### src/rtl/poly_stream_host_if.sv
// poly_stream_host_if
//   Bundles the host-side FIFO ports and the evaluator-side x/y handshakes
//   of poly_stream_host.
//   slave  : view used by poly_stream_host (drives every o_* member).
//   master : view used by the surrounding logic (drives every i_* member).
//   Members: i_wr_en/i_wr_data/o_wr_full    host push into the sample FIFO
//            i_rd_en/o_rd_data/o_rd_empty   host pop from the result FIFO
//            i_flush                        discard queued samples
//            o_x/o_x_valid/i_x_ready        sample to the evaluator
//            i_y/i_y_valid/o_y_ready        result from the evaluator
interface poly_stream_host_if #(
  parameter int WIDTHIN  = 16,
  parameter int WIDTHOUT = 32
);
  logic                i_wr_en;
  logic [WIDTHIN-1:0]  i_wr_data;
  logic                o_wr_full;
  logic                i_rd_en;
  logic [WIDTHOUT-1:0] o_rd_data;
  logic                o_rd_empty;
  logic                i_flush;
  logic [WIDTHIN-1:0]  o_x;
  logic                o_x_valid;
  logic                i_x_ready;
  logic [WIDTHOUT-1:0] i_y;
  logic                i_y_valid;
  logic                o_y_ready;

  modport slave (
    input  i_wr_en, i_wr_data, i_rd_en, i_flush, i_x_ready, i_y, i_y_valid,
    output o_wr_full, o_rd_data, o_rd_empty, o_x, o_x_valid, o_y_ready
  );

  modport master (
    output i_wr_en, i_wr_data, i_rd_en, i_flush, i_x_ready, i_y, i_y_valid,
    input  o_wr_full, o_rd_data, o_rd_empty, o_x, o_x_valid, o_y_ready
  );
endinterface

### src/rtl/poly_stream_host.sv
// poly_stream_host
//   Feeds host x samples from a sample FIFO into the polynomial evaluator and
//   collects its Q7.25 y results in a first-word-fall-through result FIFO.
//   Issue is throttled by a credit so that in-flight plus buffered results
//   never exceed the result FIFO depth; results are therefore never dropped.
//   Ports:
//     clk, reset   sole clock, synchronous active-high reset
//     bus          poly_stream_host_if.slave (host FIFOs + evaluator handshakes)
//     o_busy       FSM not in IDLE
//     o_sent_cnt   samples issued (wraps)
//     o_recv_cnt   results accepted (wraps)
//     o_err        sticky protocol error
//   Configuration macro: POLY_HOST_PROTOCOL_CHECK_EN enables the o_err
//   protocol checks; when undefined o_err is tied low.
module poly_stream_host #(
  parameter int WIDTHIN  = 16,
  parameter int WIDTHOUT = 32,
  parameter int DEPTH    = 8,
  parameter int CNTW     = 16
) (
  input  logic                clk,
  input  logic                reset,
  poly_stream_host_if.slave   bus,
  output logic                o_busy,
  output logic [CNTW-1:0]     o_sent_cnt,
  output logic [CNTW-1:0]     o_recv_cnt,
  output logic                o_err
);
  localparam int AW = $clog2(DEPTH);
  localparam int CW = AW + 1;
  localparam logic [CW-1:0] DEPTH_C = CW'(DEPTH);

  typedef enum logic [1:0] {IDLE = 2'd0, STREAM = 2'd1, DRAIN = 2'd2} state_t;
  state_t state;

  logic [WIDTHIN-1:0]  sf_mem [DEPTH];
  logic [AW-1:0]       sf_wp, sf_rp;
  logic [CW-1:0]       sf_cnt;
  logic [WIDTHOUT-1:0] rf_mem [DEPTH];
  logic [AW-1:0]       rf_wp, rf_rp;
  logic [CW-1:0]       rf_cnt;
  logic [CW-1:0]       outstanding;
  logic                x_valid;
  logic [WIDTHIN-1:0]  x_data;
  logic [CNTW-1:0]     sent_cnt, recv_cnt;

  logic          sf_full, sf_empty, rf_full, rf_empty;
  logic          issue, accept, wr_ok, rd_ok, dec_ok;
  logic          head_avail, credit_ok, load;
  logic [AW-1:0] head_idx;
  logic [CW:0]   credit_use;

  // Handshake, FIFO status, credit and load decisions.
  always_comb begin
    sf_full  = (sf_cnt == DEPTH_C);
    sf_empty = (sf_cnt == {CW{1'b0}});
    rf_full  = (rf_cnt == DEPTH_C);
    rf_empty = (rf_cnt == {CW{1'b0}});
    issue    = x_valid && bus.i_x_ready;
    accept   = bus.i_y_valid && !rf_full;
    wr_ok    = bus.i_wr_en && !sf_full;
    rd_ok    = bus.i_rd_en && !rf_empty;
    // Unexpected results never push outstanding below zero.
    dec_ok   = accept && (outstanding != {CW{1'b0}});
    // The sample leaving this cycle is counted too: a freshly loaded o_x
    // cannot be withdrawn, so it must already own its credit.
    credit_use = {1'b0, outstanding} + {1'b0, rf_cnt} + {{CW{1'b0}}, issue};
    credit_ok  = (credit_use < {1'b0, DEPTH_C});
    // The head is popped only at issue, so on an issue cycle the next
    // sample sits one entry further along.
    if (issue) begin
      head_idx   = sf_rp + 1'b1;
      head_avail = (sf_cnt > CW'(1));
    end else begin
      head_idx   = sf_rp;
      head_avail = !sf_empty;
    end
    load = (state != DRAIN) && !bus.i_flush && (!x_valid || issue)
           && head_avail && credit_ok;
  end

  // Sample FIFO: pushes from the host, pops on issue, cleared by flush.
  always_ff @(posedge clk) begin
    if (reset) begin
      sf_wp  <= {AW{1'b0}};
      sf_rp  <= {AW{1'b0}};
      sf_cnt <= {CW{1'b0}};
    end else if (bus.i_flush) begin
      sf_wp  <= {AW{1'b0}};
      sf_rp  <= {AW{1'b0}};
      sf_cnt <= {CW{1'b0}};
    end else begin
      if (wr_ok) begin
        sf_mem[sf_wp] <= bus.i_wr_data;
        sf_wp         <= sf_wp + 1'b1;
      end
      if (issue) begin
        sf_rp <= sf_rp + 1'b1;
      end
      sf_cnt <= sf_cnt + CW'(wr_ok) - CW'(issue);
    end
  end

  // Result FIFO: pushes on accept, pops on host read.
  always_ff @(posedge clk) begin
    if (reset) begin
      rf_wp  <= {AW{1'b0}};
      rf_rp  <= {AW{1'b0}};
      rf_cnt <= {CW{1'b0}};
    end else begin
      if (accept) begin
        rf_mem[rf_wp] <= bus.i_y;
        rf_wp         <= rf_wp + 1'b1;
      end
      if (rd_ok) begin
        rf_rp <= rf_rp + 1'b1;
      end
      rf_cnt <= rf_cnt + CW'(accept) - CW'(rd_ok);
    end
  end

  // Control FSM with the registered o_x / o_x_valid stage.
  always_ff @(posedge clk) begin
    if (reset) begin
      state   <= IDLE;
      x_valid <= 1'b0;
      x_data  <= {WIDTHIN{1'b0}};
    end else begin
      case (state)
        IDLE: begin
          if (!sf_empty && !bus.i_flush) begin
            state <= STREAM;
          end
        end
        STREAM: begin
          if (bus.i_flush) begin
            state <= DRAIN;
          end else if (sf_empty && !x_valid && (outstanding == {CW{1'b0}})) begin
            state <= IDLE;
          end
        end
        DRAIN: begin
          if (outstanding == {CW{1'b0}}) begin
            state <= IDLE;
          end
        end
        default: state <= IDLE;
      endcase
      if (load) begin
        x_valid <= 1'b1;
        x_data  <= sf_mem[head_idx];
      end else if (issue || (bus.i_flush && (state == STREAM))) begin
        x_valid <= 1'b0;
      end
    end
  end

  // In-flight tracking and wrapping sent/received counters.
  always_ff @(posedge clk) begin
    if (reset) begin
      outstanding <= {CW{1'b0}};
      sent_cnt    <= {CNTW{1'b0}};
      recv_cnt    <= {CNTW{1'b0}};
    end else begin
      outstanding <= outstanding + CW'(issue) - CW'(dec_ok);
      sent_cnt    <= sent_cnt + CNTW'(issue);
      recv_cnt    <= recv_cnt + CNTW'(accept);
    end
  end

`ifdef POLY_HOST_PROTOCOL_CHECK_EN
  logic               err;
  logic               hold_prev;
  logic [WIDTHIN-1:0] x_prev;

  // Sticky protocol error: unexpected result, unstable held x, flush on issue.
  always_ff @(posedge clk) begin
    if (reset) begin
      err       <= 1'b0;
      hold_prev <= 1'b0;
      x_prev    <= {WIDTHIN{1'b0}};
    end else begin
      hold_prev <= x_valid && !bus.i_x_ready;
      x_prev    <= x_data;
      if ((accept && (outstanding == {CW{1'b0}}))
          || (hold_prev && x_valid && (x_data != x_prev))
          || (bus.i_flush && issue)) begin
        err <= 1'b1;
      end
    end
  end

  assign o_err = err;
`else
  assign o_err = 1'b0;
`endif

  assign bus.o_x        = x_data;
  assign bus.o_x_valid  = x_valid;
  assign bus.o_wr_full  = sf_full;
  assign bus.o_rd_empty = rf_empty;
  assign bus.o_rd_data  = rf_empty ? {WIDTHOUT{1'b0}} : rf_mem[rf_rp];
  assign bus.o_y_ready  = !rf_full;
  assign o_busy         = (state != IDLE);
  assign o_sent_cnt     = sent_cnt;
  assign o_recv_cnt     = recv_cnt;
endmodule

### src/flat_wrapper.sv
// flat-port wrapper written by rule: the top's interface ports become plain ports
module poly_stream_host_flat 
#(
  parameter int WIDTHIN  = 16,
  parameter int WIDTHOUT = 32,
  parameter int DEPTH    = 8,
  parameter int CNTW     = 16
)
  (clk, reset, o_busy, o_sent_cnt, o_recv_cnt, o_err, bus_i_wr_en, bus_i_wr_data, bus_i_rd_en, bus_i_flush, bus_i_x_ready, bus_i_y, bus_i_y_valid, bus_o_wr_full, bus_o_rd_data, bus_o_rd_empty, bus_o_x, bus_o_x_valid, bus_o_y_ready);
  poly_stream_host_if #(.WIDTHIN(WIDTHIN), .WIDTHOUT(WIDTHOUT)) bus_i ();
  input  logic clk;
  input  logic reset;
  output logic o_busy;
  output logic [CNTW-1:0] o_sent_cnt;
  output logic [CNTW-1:0] o_recv_cnt;
  output logic o_err;
  input wire logic [$bits(bus_i.i_wr_en)-1:0] bus_i_wr_en;
  input wire logic [$bits(bus_i.i_wr_data)-1:0] bus_i_wr_data;
  input wire logic [$bits(bus_i.i_rd_en)-1:0] bus_i_rd_en;
  input wire logic [$bits(bus_i.i_flush)-1:0] bus_i_flush;
  input wire logic [$bits(bus_i.i_x_ready)-1:0] bus_i_x_ready;
  input wire logic [$bits(bus_i.i_y)-1:0] bus_i_y;
  input wire logic [$bits(bus_i.i_y_valid)-1:0] bus_i_y_valid;
  output wire logic [$bits(bus_i.o_wr_full)-1:0] bus_o_wr_full;
  output wire logic [$bits(bus_i.o_rd_data)-1:0] bus_o_rd_data;
  output wire logic [$bits(bus_i.o_rd_empty)-1:0] bus_o_rd_empty;
  output wire logic [$bits(bus_i.o_x)-1:0] bus_o_x;
  output wire logic [$bits(bus_i.o_x_valid)-1:0] bus_o_x_valid;
  output wire logic [$bits(bus_i.o_y_ready)-1:0] bus_o_y_ready;
  assign bus_i.i_wr_en = bus_i_wr_en;
  assign bus_i.i_wr_data = bus_i_wr_data;
  assign bus_i.i_rd_en = bus_i_rd_en;
  assign bus_i.i_flush = bus_i_flush;
  assign bus_i.i_x_ready = bus_i_x_ready;
  assign bus_i.i_y = bus_i_y;
  assign bus_i.i_y_valid = bus_i_y_valid;
  assign bus_o_wr_full = bus_i.o_wr_full;
  assign bus_o_rd_data = bus_i.o_rd_data;
  assign bus_o_rd_empty = bus_i.o_rd_empty;
  assign bus_o_x = bus_i.o_x;
  assign bus_o_x_valid = bus_i.o_x_valid;
  assign bus_o_y_ready = bus_i.o_y_ready;
  poly_stream_host #(.WIDTHIN(WIDTHIN), .WIDTHOUT(WIDTHOUT), .DEPTH(DEPTH), .CNTW(CNTW)) u_core (.clk(clk), .reset(reset), .bus(bus_i), .o_busy(o_busy), .o_sent_cnt(o_sent_cnt), .o_recv_cnt(o_recv_cnt), .o_err(o_err));
endmodule
### config.mk
export PLATFORM = sky130hd
export DESIGN_NAME = poly_stream_host_flat
export DESIGN_NICKNAME = d
export VERILOG_FILES = /design/src/rtl/poly_stream_host_if.sv /design/src/rtl/poly_stream_host.sv /design/src/flat_wrapper.sv
export SDC_FILE = /design/constraint.sdc
export NUM_CORES = 1
export LEC_CHECK = 0
export BUFFER_PORTS_ARGS = -buffer_cell sky130_fd_sc_hd__buf_2
export CAP_MARGIN = 20
export CORE_MARGIN = 2
export CORE_UTILIZATION = 44
export DETAILED_ROUTE_END_ITERATION = 7
export SYNTH_ARGS = -nofsm -noshare
export SYNTH_HDL_FRONTEND = slang
export SYNTH_SLANG_ARGS = --single-unit
### constraint.sdc
create_clock -name clk -period 14.6 [get_ports clk]
set_input_delay 0 -clock clk [delete_from_list [all_inputs] [get_ports clk]]
set_output_delay 0 -clock clk [all_outputs]
set_load 0.02 [all_outputs]
==> parameters.txt, run 1 <==
Parameter                              Value

Setup path
  Setup slack of the most critical reg-to-reg path    around 11 ns
  Nature of the critical path endpoint    flip-flop
  Cell chain of the critical path    nand2_2 -> buf_4 -> inv_2 -> buf_4 -> ha_1 -> inv_1 -> ha_1 -> and2_1 -> dlygate4sd3_1
  Data required time at the worst endpoint    around 15 ns
  Data arrival time at the worst-slack endpoint    around 3.7 ns
  Type of the worst setup path    reg2reg
  Nature of the critical path startpoint    flip-flop
  Reg-to-reg endpoint    u_core.sf_cnt[0]
  Critical path endpoint    u_core.sf_cnt[0]
  Cell at the slowest stage of the critical path    sky130_fd_sc_hd__buf_4
  Delay of the slowest critical-path stage    0.61 ns
  Reg2Reg Depth    9
  Launch point of the worst reg-to-reg path    u_core.bus.o_x_valid
  Maximum fanout along the worst path    68
  Launching instance or port of the critical path    u_core.bus.o_x_valid

Routing
  Average via count per standard cell    5.462
  DRT Wirelength    just over 40 mm
  1st-pass router iterations    5
  Drt initial violations    a little under 800
  Routed via count    11560
  Detailed-route DRC error count    0
  Routed length per placed instance    19.58 um
  Post-route ant nets    0

Floorplanning
  Initial cell density of the core    between 40% and 50%
  Die span in x    214.2 um
  DIE AREA    approximately 46000 um2
  Row count    a little under 80
  Ports    ~140
  Overall die height    214.2 um
  Area of the core    43930 um2

STA
  Final critical delay including setup and external delays    3.265 ns
  RSZ-0062 raised after global routing    false
  FMAX    around 300 MHz
  Largest clock skew in the final design    between 0.015 and 0.02 ns
  Setup tns final    0 ns
  Slew at the pin closest to its max-slew limit    around 1.0 ns
  Final WS setup    approximately 11 ns
  Number of failing hold endpoints at the final stage    0
  Max-slew violation count    0
  Final setup viols    0
  Worst slew margin relative to its limit    between 30% and 40%
  Share of the clock period used by the worst path after layout    between 20% and 30%

Final layout
  Antenna diode count    0
  Synth-to-Final Area Change    18.05%
  Fill cells    ~3600
  Utilization after layout    between 50% and 60%
  Total non-filler cell area in the finished layout    roughly 23000 um2
  Post-layout nets    roughly 1600
  Share of layout cells above drive strength 1    21.77%

Power and ir drop
  Power share of the combinational group    about a fifth
  Max IR drop VDD    a little over 90 uV
  Power density normalized to cell area    146.0 nW/um2
  Switching power share of the total    between 20% and 30%
  Clock power share    between 30% and 40%
  Net switching power figure    889.7 uW
  Internal power contribution    between 2000 and 2500 uW
  LEAKAGE    0.007688 uW
  Sequential share of power    between 40 and 50%

Global routing
  Global-route wire length before repair    65.69 mm
  Overflow after GRT    0
  Largest net degree at the start of global routing    between 80 and 90
  Number of antenna violations at the first check in global routing    1
  Via count of the first global-routing pass    ~12000
  Total global-route track usage    18.20%

CTS
  Clock slew at reported path FFs    ~0.06 ns
  Post-cts gate resize count    0
  Clock tree from TritonCTS    built
  Total of hold buffers inserted after clock tree synthesis    between 50 and 60
  Master cell of the clock root buffer    sky130_fd_sc_hd__clkbuf_16
  Number of buffers on the longest clock path    3
  Cts bufs inserted    a little under 50
  Postcts setup bufs    0
  Insertion delay of the later-clocked pin in the worst-skew pair    just under 0.6 ns
  Number of sinks handled by clock tree synthesis    around 460
  H-tree level count    2

Synthesis
  Register bit count reported by yosys    462
  Fraction of synthesis flops using an asynchronous set or reset pin    0%
  Syn Std Cell Area    19450 um2
  Post-synth EDFFs    approximately 380
  Syn Nets    around 1400
  Fraction of the yosys area taken by sequential cells    between 60% and 70%
  Leading post-synthesis cells by cell area    sky130_fd_sc_hd__edfxtp_1 59%, sky130_fd_sc_hd__dfxtp_1 8.0%, sky130_fd_sc_hd__mux4_2 7.4%, sky130_fd_sc_hd__nor2_1 2.7%, sky130_fd_sc_hd__ha_1 1.9%
  Cells after synthesis    1300
  Share of Yosys cell area claimed by the top area cell type    approximately 59%
  Number of distinct standard cells referenced by the synthesized netlist    54
  Area leader, netlist    sky130_fd_sc_hd__edfxtp_1
  Most used flip-flop cell after synthesis    sky130_fd_sc_hd__edfxtp_1
  Syn_area_per_cell    approximately 15 um2
  Synth warn    0

Place
  Final Wtd Congestion    0.7452
  IO Port Bufs    between 100 and 150
  Hpwl dp    around 22 mm
  Pre-CTS setup slack    about 11 ns
  Total cell area at the placement stage    roughly 21000 um2

Min path
  Worst min path class    in2reg

Job
  Maxcap violations    0

Outcome
  Status    complete, no violations
## worst min path at each step
stage,startpoint,end,slack [ns],cells past startpoint
finish,bus_i_wr_data[3],u_core.sf_mem[0][3],0.22,2
global route,bus_i_wr_data[3],u_core.sf_mem[0][3],0.21,2
CTS,bus_i_wr_data[3],u_core.sf_mem[4][3],0.18,2
detailed placement,bus_i_wr_data[7],u_core.sf_mem[2][7],0.27,1
global placement,bus_i_y[28],u_core.rf_mem[2][28],0.26,1
floorplan,bus_i_y[0],u_core.rf_mem[0][0],0.1,0
## worst max-delay path: cells and delay by family (launching register included)
family | cells | cell delay (ns)
adder cells (fa/ha/maj) | 2 | 0.66
buffers and inverters | 5 | 1.92
flip-flops | 1 | 0.35
AND/OR/NAND/NOR | 2 | 0.20
## cell type report
| cell class | instances | area [um2] | share of cell area [%] |
|---|---|---|---|
| sequential | 462 | 13100 | 57.08 |
| multi-input combinational | 726 | 5942 | 25.88 |
| timing repair buffer | 226 | 1506 | 6.562 |
| clock buffer | 65 | 1338 | 5.826 |
| tap | 592 | 740.7 | 3.227 |
| clock inverter | 20 | 229.0 | 0.9974 |
| inverter | 26 | 97.59 | 0.4251 |
## cell usage in the layout (no fill, tap or decap), types with 28 or more instances in the layout
| cell | netlist | layout |
|---|---|---|
| sky130_fd_sc_hd__dlygate4sd3_1 | 0 | 57 |
| sky130_fd_sc_hd__dfxtp_1 | 78 | 73 |
| sky130_fd_sc_hd__nor2_1 | 140 | 136 |
| sky130_fd_sc_hd__mux2i_1 | 33 | 33 |
| sky130_fd_sc_hd__edfxtp_1 | 384 | 384 |
| sky130_fd_sc_hd__ha_1 | 29 | 28 |
| sky130_fd_sc_hd__buf_2 | 31 | 139 |
| sky130_fd_sc_hd__nand4b_1 | 31 | 31 |
| sky130_fd_sc_hd__clkbuf_16 | 0 | 50 |
| sky130_fd_sc_hd__mux4_2 | 64 | 64 |
| sky130_fd_sc_hd__nand2b_1 | 37 | 37 |
| sky130_fd_sc_hd__nand3_1 | 45 | 45 |
| sky130_fd_sc_hd__buf_4 | 6 | 28 |
| sky130_fd_sc_hd__o211ai_1 | 32 | 32 |
| sky130_fd_sc_hd__nor2b_1 | 41 | 41 |
| sky130_fd_sc_hd__a2bb2oi_1 | 31 | 31 |
| sky130_fd_sc_hd__nor3_1 | 67 | 65 |
## power by group through the flow
stage                     combinational [uW]  sequential [uW]  clock (uW)
after floorplan                          457             1530           0
after global placement                   620             1550           0
after detailed placement                 626             1550           0
after CTS                                641             1520        1240
after global routing                     688             1520        1290
final                                    628             1520        1210
## cell usage after synthesis, types with 5 or more instances
master / instances
sky130_fd_sc_hd__a21oi_1: 13
sky130_fd_sc_hd__a2bb2oi_1: 31
sky130_fd_sc_hd__a311oi_1: 16
sky130_fd_sc_hd__and3_1: 5
sky130_fd_sc_hd__buf_1: 9
sky130_fd_sc_hd__buf_2: 31
sky130_fd_sc_hd__buf_4: 6
sky130_fd_sc_hd__clkbuf_1: 37
sky130_fd_sc_hd__dfxtp_1: 78
sky130_fd_sc_hd__edfxtp_1: 384
sky130_fd_sc_hd__ha_1: 29
sky130_fd_sc_hd__inv_1: 25
sky130_fd_sc_hd__mux2i_1: 33
sky130_fd_sc_hd__mux4_2: 64
sky130_fd_sc_hd__nand2_1: 23
sky130_fd_sc_hd__nand2b_1: 37
sky130_fd_sc_hd__nand3_1: 45
sky130_fd_sc_hd__nand4_1: 7
sky130_fd_sc_hd__nand4b_1: 31
sky130_fd_sc_hd__nor2_1: 140
sky130_fd_sc_hd__nor2b_1: 41
sky130_fd_sc_hd__nor3_1: 67
sky130_fd_sc_hd__o211ai_1: 32
sky130_fd_sc_hd__o311ai_0: 11
sky130_fd_sc_hd__o311ai_1: 20
sky130_fd_sc_hd__xnor2_1: 17
sky130_fd_sc_hd__xor2_1: 21
## layer usage
layer  GRT usage, %  share of wire [%]  up-vias
met2          30.55                 49      267
met3          3.050                4.5       67
met5              0              0.031        -
met4          6.435                2.4        2
li1               -                  -     5408
met1          24.04                 44     5818
## sequential cells by signal, indices dropped and copies added (netlist names), 4 cells and up, named ones only
register / flops
u_core.rf_mem: 256
u_core.sf_mem: 128
u_core.bus.o_x: 16
u_core.o_recv_cnt: 16
u_core.o_sent_cnt: 16
u_core.outstanding: 4
u_core.rf_cnt: 4
u_core.sf_cnt: 4
## logic make-up after synthesis
logic type / share of synthesized area, %
other: 0.01928
buffers and inverters: 2.561
xor gates and xnor gates: 1.962
DFF: 67.33
adders and majority gates: 2.175
AOI/OAI and AO/OA: 5.643
muxes: 9.111
and+or+nand+nor: 11.20
## per-stage QoR
step,power [uW],hold slack (ns),instances
2_1_floorplan,1985,0.09887,1300
3_3_place_gp,2165,0.2637,1973
3_5_place_dp,2172,0.2677,1974
4_1_cts,3403,0.1802,2116
5_1_grt,3504,0.2098,2117
6_report,3351,0.2167,2117
(Power assumes the default switching activity.)
==> run 2, diff against run 1 <==
==> constraint.sdc (replaced) <==
create_clock -name clk -period 2.9 [get_ports clk]
set_input_delay 0 -clock clk [delete_from_list [all_inputs] [get_ports clk]]
set_output_delay 0 -clock clk [all_outputs]
set_load 0.02 [all_outputs]
==> run 2 against run 1 <==
  * Core utilization is 0.87 points higher
  * Largest cell class unchanged
  * Critical path type is now reg2out
  * Die area is the same
  * Power grew to 5.2 times the previous value
==> parameters.txt, run 2 (synthesis results as in run 1) <==
Parameter                              Value

STA
  Max-slew violation count    0 (unchanged)
  RSZ-0062 raised after global routing    false
  Largest clock skew in the final design    0.02576 ns (+0.007460 ns)
  Final WS setup    0.3271 ns (-11.01 ns)
  Worst slew margin relative to its limit    45.62% (+13 points)
  Share of the clock period used by the worst path after layout    88.72%
  Slew at the pin closest to its max-slew limit    0.8158 ns (-0.1957 ns)
  Number of failing hold endpoints at the final stage    0 (unchanged)
  FMAX    roughly 390 MHz
  Setup tns final    0 ns (unchanged)
  Final critical delay including setup and external delays    ~2.6 ns
  Final setup viols    0 (unchanged)

Routing
  DRT Wirelength    42.70 mm (+3.0%)
  1st-pass router iterations    5 (unchanged)
  Average via count per standard cell    5.444 (-0.32%)
  Post-route ant nets    0 (unchanged)
  Drt initial violations    688 (-12%)
  Detailed-route DRC error count    0 (unchanged)
  Routed via count    11590 (+0.20%)
  Routed length per placed instance    20.07 um (+2.5%)

CTS
  H-tree level count    2 (unchanged)
  Insertion delay of the later-clocked pin in the worst-skew pair    0.58 ns (about the same)
  Clock tree from TritonCTS    built
  Cts bufs inserted    49 (unchanged)
  Post-cts gate resize count    0 (unchanged)
  Number of sinks handled by clock tree synthesis    462 (unchanged)
  Number of buffers on the longest clock path    3 (unchanged)
  Master cell of the clock root buffer    sky130_fd_sc_hd__clkbuf_16
  Clock slew at reported path FFs    0.06 ns (about the same)

Final layout
  Most frequent standard cell in the layout excluding fill and tap cells    sky130_fd_sc_hd__edfxtp_1
  Largest reg by FF count    u_core.rf_mem
  Share of layout cells above drive strength 1    22.08% (+0.31 points)
  Biggest registers after layout    u_core.rf_mem: 256 flops, u_core.sf_mem: 128 flops
  Post-layout nets    1582 (+0.25%)
  Synth-to-Final Area Change    20.02%
  Most frequent cells in the layout    384 x sky130_fd_sc_hd__edfxtp_1, 139 x sky130_fd_sc_hd__buf_2, 138 x sky130_fd_sc_hd__nor2_1
  Flip-flop count of the largest register after layout    256 (unchanged)

Global routing
  Met2 track demand over resource    31.67% (+1.1 points)
  Global-route wire length before repair    66.50 mm (+1.2%)
  Overflow after GRT    0 (unchanged)
  Number of antenna violations at the first check in global routing    2 (+1)
  Largest net degree at the start of global routing    130 (+60%)
  Total global-route track usage    18.51% (+0.31 points)
  Met1 track demand over resource in global routing    23.90% (-0.14 points)
  Met3 capacity usage during global routing    3.631% (+0.58 points)
  Peak-usage layer in the global routing report    met2
  Via count of the first global-routing pass    11660 (-1.4%)

Place
  IO Port Bufs    139 (unchanged)
  Final Wtd Congestion    0.7517 (+0.87%)
  Hpwl dp    23.47 mm (+5.5%)
  Pre-CTS setup slack    0.4935 ns (-10.96 ns)

Min path
  Worst min path class    in2reg

Setup path
  Nature of the critical path startpoint    flip-flop
  Nature of the critical path endpoint    output pin
  Maximum fanout along the worst path    26 (-62%)
  Type of the worst setup path    reg2out
  Data required time at the worst endpoint    2.90 ns (-12.16 ns)
  Data arrival time at the worst-slack endpoint    2.57 ns (-1.16 ns)
  Setup slack of the most critical reg-to-reg path    0.46 ns (-10.87 ns)

Floorplanning
  Row count    77 (unchanged)
  Initial cell density of the core    44.26% (unchanged)
  Ports    141 (unchanged)
  DIE AREA    45890 um2 (unchanged)
  Overall die height    214.2 um (unchanged)
  Area of the core    43930 um2 (unchanged)
  Die span in x    214.2 um (unchanged)

Power and ir drop
  Total Power Consumption    17460 uW (+420%)
  Power density normalized to cell area    748.3 nW/um2 (+410%)
  Max IR drop VDD    477.2 uV (+410%)
  LEAKAGE    0.007828 uW (+1.8%)

Job
  Maxcap violations    0 (unchanged)

Outcome
  Status    complete, no violations
run 2: changes by cell type in the layout (fill, tap and decap cells not counted), sizes merged:
cell,previous run,this run
dlygate4sd3,57,55
clkinvlp,3,0
diode,0,1
clkinv,12,22
clkbuf,65,58
bufinv,4,10
buf,169,175
run 2: stage by stage:
| stage | utilization (%) | instance area, um2 | instances | hold WS [ns] |
|---|---|---|---|---|
| final | 53.13 | 23340 | 2128 | 0.2267 |
| after global routing | 53.13 | 23340 | 2128 | 0.2198 |
| after CTS | 53.12 | 23340 | 2127 | 0.1928 |
| after detailed placement | 48.00 | 21090 | 1981 | 0.2636 |
| after global placement | 48.00 | 21090 | 1981 | 0.2614 |
| after floorplan | - | 19540 | 1300 | 0.09887 |
run 2: area by class of cell:
| type | count | area [um2] |
|---|---|---|
| clock buffer | 58 | 1281 |
| fill | 3653 | 20590 |
| sequential | 462 | 13100 |
| antenna | 1 | 2.502 |
| inverter | 26 | 97.59 |
| multi-input combinational | 726 | 5989 |
| tap | 592 | 740.7 |
| timing repair buffer | 230 | 1704 |
| clock inverter | 33 | 420.4 |
run 2: final timing paths:
path	start	cells past startpoint	end
max	flip-flop	5	bus_o_rd_data[23]
min	bus_i_wr_data[11]	2	u_core.sf_mem[0][11]
max reg2reg	u_core.rf_cnt[2]	12	u_core.o_recv_cnt[14]
min reg2reg	u_core.state[1]	1	u_core.state[0]
run 2: worst max-delay path, cell delays in order, from the launching register on:
cell                      delay [ns]
sky130_fd_sc_hd__dfxtp_4        0.66
sky130_fd_sc_hd__buf_12         0.30
sky130_fd_sc_hd__mux4_2         0.53
sky130_fd_sc_hd__mux2i_1        0.25
sky130_fd_sc_hd__nor2_1         0.07
sky130_fd_sc_hd__buf_2          0.17
run 2: routing by layer:
| metal | up-vias | wire length (um) |
|---|---|---|
| li1 | 5415 | - |
| met1 | 5821 | 18240 |
| met2 | 278 | 21440 |
| met3 | 69 | 2068 |
| met4 | 2 | 943 |
| met5 | - | 13 |
run 2: what timing repair did:
| action | in CTS | in global routing |
|---|---|---|
| setup buffers | 0 | 0 |
| hold buffers | 55 | 0 |
| endpoints found under the hold margin | 416 | 0 |
run 2: power breakdown:
part | internal (uW) | switching, uW | leakage (uW)
Combinational | 1440 | 1840 | 0.00289
Sequential | 7420 | 208 | 0.00410
Clock | 4040 | 2520 | 0.000835
==> run 3, diff against run 2 <==
--- a/config.mk
+++ b/config.mk
@@ -8,7 +8,7 @@
 export BUFFER_PORTS_ARGS = -buffer_cell sky130_fd_sc_hd__buf_2
 export CAP_MARGIN = 20
 export CORE_MARGIN = 2
-export CORE_UTILIZATION = 44
+export CORE_UTILIZATION = 25
 export DETAILED_ROUTE_END_ITERATION = 7
 export SYNTH_ARGS = -nofsm -noshare
 export SYNTH_HDL_FRONTEND = slang
==> run 3 against run 2 <==
  * Sequential share of layout area fell by 1.0 points
  * Setup slack got worse by 0.094 ns
  * First-iteration DRC count rose by 13%
  * Global-route usage fell by 7.2 points
  * Critical path type unchanged
  * Highest routed layer unchanged
==> parameters.txt, run 3 (synthesis results as in run 1) <==
Parameter                              Value

Outcome
  Status    complete, no violations

Setup path
  Cell at the slowest stage of the critical path    sky130_fd_sc_hd__dfxtp_4
  Number of buffers and inverters on the critical path    2 (unchanged)
  Critical path depth in cells    5 (unchanged)
  Kind of cell adding the most delay to the critical path    multiplexers
  Setup slack of the most critical reg-to-reg path    0.35 ns (-0.11 ns)
  Launch point of the worst reg-to-reg path    u_core.rf_cnt[0]
  Delay of the slowest critical-path stage    0.59 ns (-0.07 ns)
  Maximum fanout along the worst path    39 (+50%)
  Type of the worst setup path    reg2out
  Data required time at the worst endpoint    2.90 ns (about the same)
  Nature of the critical path startpoint    flip-flop
  Reg-to-reg endpoint    u_core.bus.o_x_valid
  Reg2Reg Depth    8 (-4)
  Nature of the critical path endpoint    output pin
  Data arrival time at the worst-slack endpoint    2.67 ns (+0.10 ns)
  Cell chain of the critical path    buf_12 -> mux4_2 -> mux2i_1 -> nor2_1 -> buf_2

Floorplanning
  Row count    102 (+32%)
  DIE AREA    80030 um2 (+74%)
  Area of the core    77210 um2 (+76%)
  Die span in x    282.9 um (+32%)
  Overall die height    282.9 um (+32%)
  Ports    141 (unchanged)
  Initial cell density of the core    25.19% (-19 points)

Routing
  1st-pass router iterations    5 (unchanged)
  Routed via count    11780 (+1.7%)
  Drt initial violations    778 (+13%)
  Post-route ant nets    0 (unchanged)
  Routed length per placed instance    17.88 um (-11%)
  Average via count per standard cell    4.569 (-16%)
  DRT Wirelength    46.12 mm (+8.0%)
  Detailed-route DRC error count    0 (unchanged)

Final layout
  Biggest registers after layout    u_core.rf_mem: 256 flops, u_core.sf_mem: 128 flops
  Largest reg by FF count    u_core.rf_mem
  Most frequent cells in the layout    384 x sky130_fd_sc_hd__edfxtp_1, 139 x sky130_fd_sc_hd__buf_2, 138 x sky130_fd_sc_hd__nor2_1
  Share of layout cells above drive strength 1    22.22% (+0.14 points)
  Synth-to-Final Area Change    22.26%
  Antenna diode count    0 (-1)
  Number of standard cells in the layout, taps in and fillers out    2579 (+21%)
  Fill cells    7592 (+110%)
  Post-layout nets    1586 (+0.25%)
  Most frequent standard cell in the layout excluding fill and tap cells    sky130_fd_sc_hd__edfxtp_1
  Flip-flop count of the largest register after layout    256 (unchanged)

Global routing
  Overflow after GRT    0 (unchanged)
  Largest net degree at the start of global routing    68 (-48%)
  Via count of the first global-routing pass    12060 (+3.5%)
  Global-route wire length before repair    70.77 mm (+6.4%)
  Number of antenna violations at the first check in global routing    4 (+2)
  Total global-route track usage    11.29% (-7.2 points)

Min path
  Worst min path class    in2reg
  End point of the most critical hold path    u_core.sf_mem[6][3]
  Startpoint of the most critical hold path    bus_i_wr_data[3]
  Number of instances on the worst hold path    2 (unchanged)

STA
  Worst slew margin relative to its limit    47.13% (+1.5 points)
  Largest clock skew in the final design    0.04998 ns (+0.02422 ns)
  Slew at the pin closest to its max-slew limit    0.7931 ns (-0.02267 ns)
  FMAX    375.0 MHz (-3.5%)
  Number of failing hold endpoints at the final stage    0 (unchanged)
  Final critical delay including setup and external delays    2.667 ns (+0.09404 ns)
  Setup tns final    0 ns (unchanged)
  Share of the clock period used by the worst path after layout    91.96% (+3.2 points)
  RSZ-0062 raised after global routing    false
  Worst hold slack across all endpoints    0.1945 ns (-0.03225 ns)
  Max-slew violation count    0 (unchanged)
  Final setup viols    0 (unchanged)
  Final WS setup    0.2330 ns (-0.09404 ns)

Place
  Placed cell count    2430 (+23%)
  Pre-CTS setup slack    0.4500 ns (-0.04355 ns)
  Hpwl dp    27.06 mm (+15%)
  IO Port Bufs    139 (unchanged)
  Final Wtd Congestion    0.7400 (-1.6%)

CTS
  Clock slew at reported path FFs    0.06 ns (about the same)
  H-tree level count    2 (unchanged)
  Insertion delay of the later-clocked pin in the worst-skew pair    0.62 ns (+0.04 ns)
  Cts bufs inserted    50 (+2.0%)
  Clock tree from TritonCTS    built
  Master cell of the clock root buffer    sky130_fd_sc_hd__clkbuf_16
  Number of buffers on the longest clock path    3 (unchanged)
  Number of sinks handled by clock tree synthesis    462 (unchanged)
  Postcts setup bufs    0 (unchanged)

Job
  Maxcap violations    0 (unchanged)

Power and ir drop
  Max IR drop VDD    568.0 uV (+19%)
  LEAKAGE    0.007759 uW (-0.88%)
  Power density normalized to cell area    718.5 nW/um2 (-4.0%)
-- run 3: changes by cell type in the layout (fill, tap and decap cells not counted), sizes merged --
cell / delta
bufinv: -8
clkbuf: +9
diode: -1
clkinv: -7
dlygate4sd3: +1
inv: +2
buf: +2
clkinvlp: +5
-- run 3: layer usage --
layer  routed length (um)  up-vias  global-route usage, %
met5                   34        -                      0
met4                 1139        6                  3.604
met3                 2785       78                  2.504
met2                22520      308                  19.34
met1                19650     5981                  14.11
li1                     -     5410                      -
-- run 3: how the worst max path moves through the flow --
stage / slack [ns] / to / startpoint
floorplan: 0.03 / u_core.sf_mem[0][0] / u_core.sf_cnt[2]
global placement: 0.49 / u_core.sf_cnt[2] / u_core.bus.o_x_valid
detailed placement: 0.45 / u_core.o_recv_cnt[14] / u_core.rf_cnt[2]
CTS: 0.11 / bus_o_rd_data[11] / flip-flop
global route: 0.03 / bus_o_rd_data[11] / flip-flop
finish: 0.23 / bus_o_rd_data[11] / flip-flop
-- run 3: per-stage QoR --
| step | cell area [um2] | utilization (%) | power [uW] |
|---|---|---|---|
| floorplan | 19540 | - | 10010 |
| global placement | 21600 | 27.98 | 11040 |
| detailed placement | 21600 | 27.98 | 11100 |
| CTS | 23750 | 30.76 | 17370 |
| global route | 23780 | 30.79 | 17930 |
| finish | 23780 | 30.79 | 17080 |
-- run 3: repair_timing --
item	CTS	global route
resized for setup	0	1
hold endpoints to repair	427	0
hold buffers	56	0
setup endpoints to repair	0	1
-- run 3: layout make-up --
class                      count  area [um2]  share of cell area, %
clock buffer                  67        1315                  5.531
clock inverter                25       272.8                  1.147
inverter                      26       97.59                 0.4105
multi-input combinational    726        5989                  25.19
sequential                   462       13100                  55.12
tap                         1040        1301                  5.473
timing repair buffer         233        1695                  7.131
-- run 3: worst register-to-register path, delay by kind of cell, from the launching register on --
kind | cells | cell delay, ns
DFF | 1 | 0.42
buffers and inverters | 2 | 0.98
adders and majority gates | 1 | 0.27
and+or+nand+nor | 1 | 0.07
AOI/OAI and AO/OA | 4 | 0.72
-- run 3: where the power goes --
part | leakage, uW | internal (uW) | switching, uW
registers | 0.00410 | 7420 | 208
clock network | 0.000757 | 3420 | 2710
logic | 0.00290 | 1440 | 1890
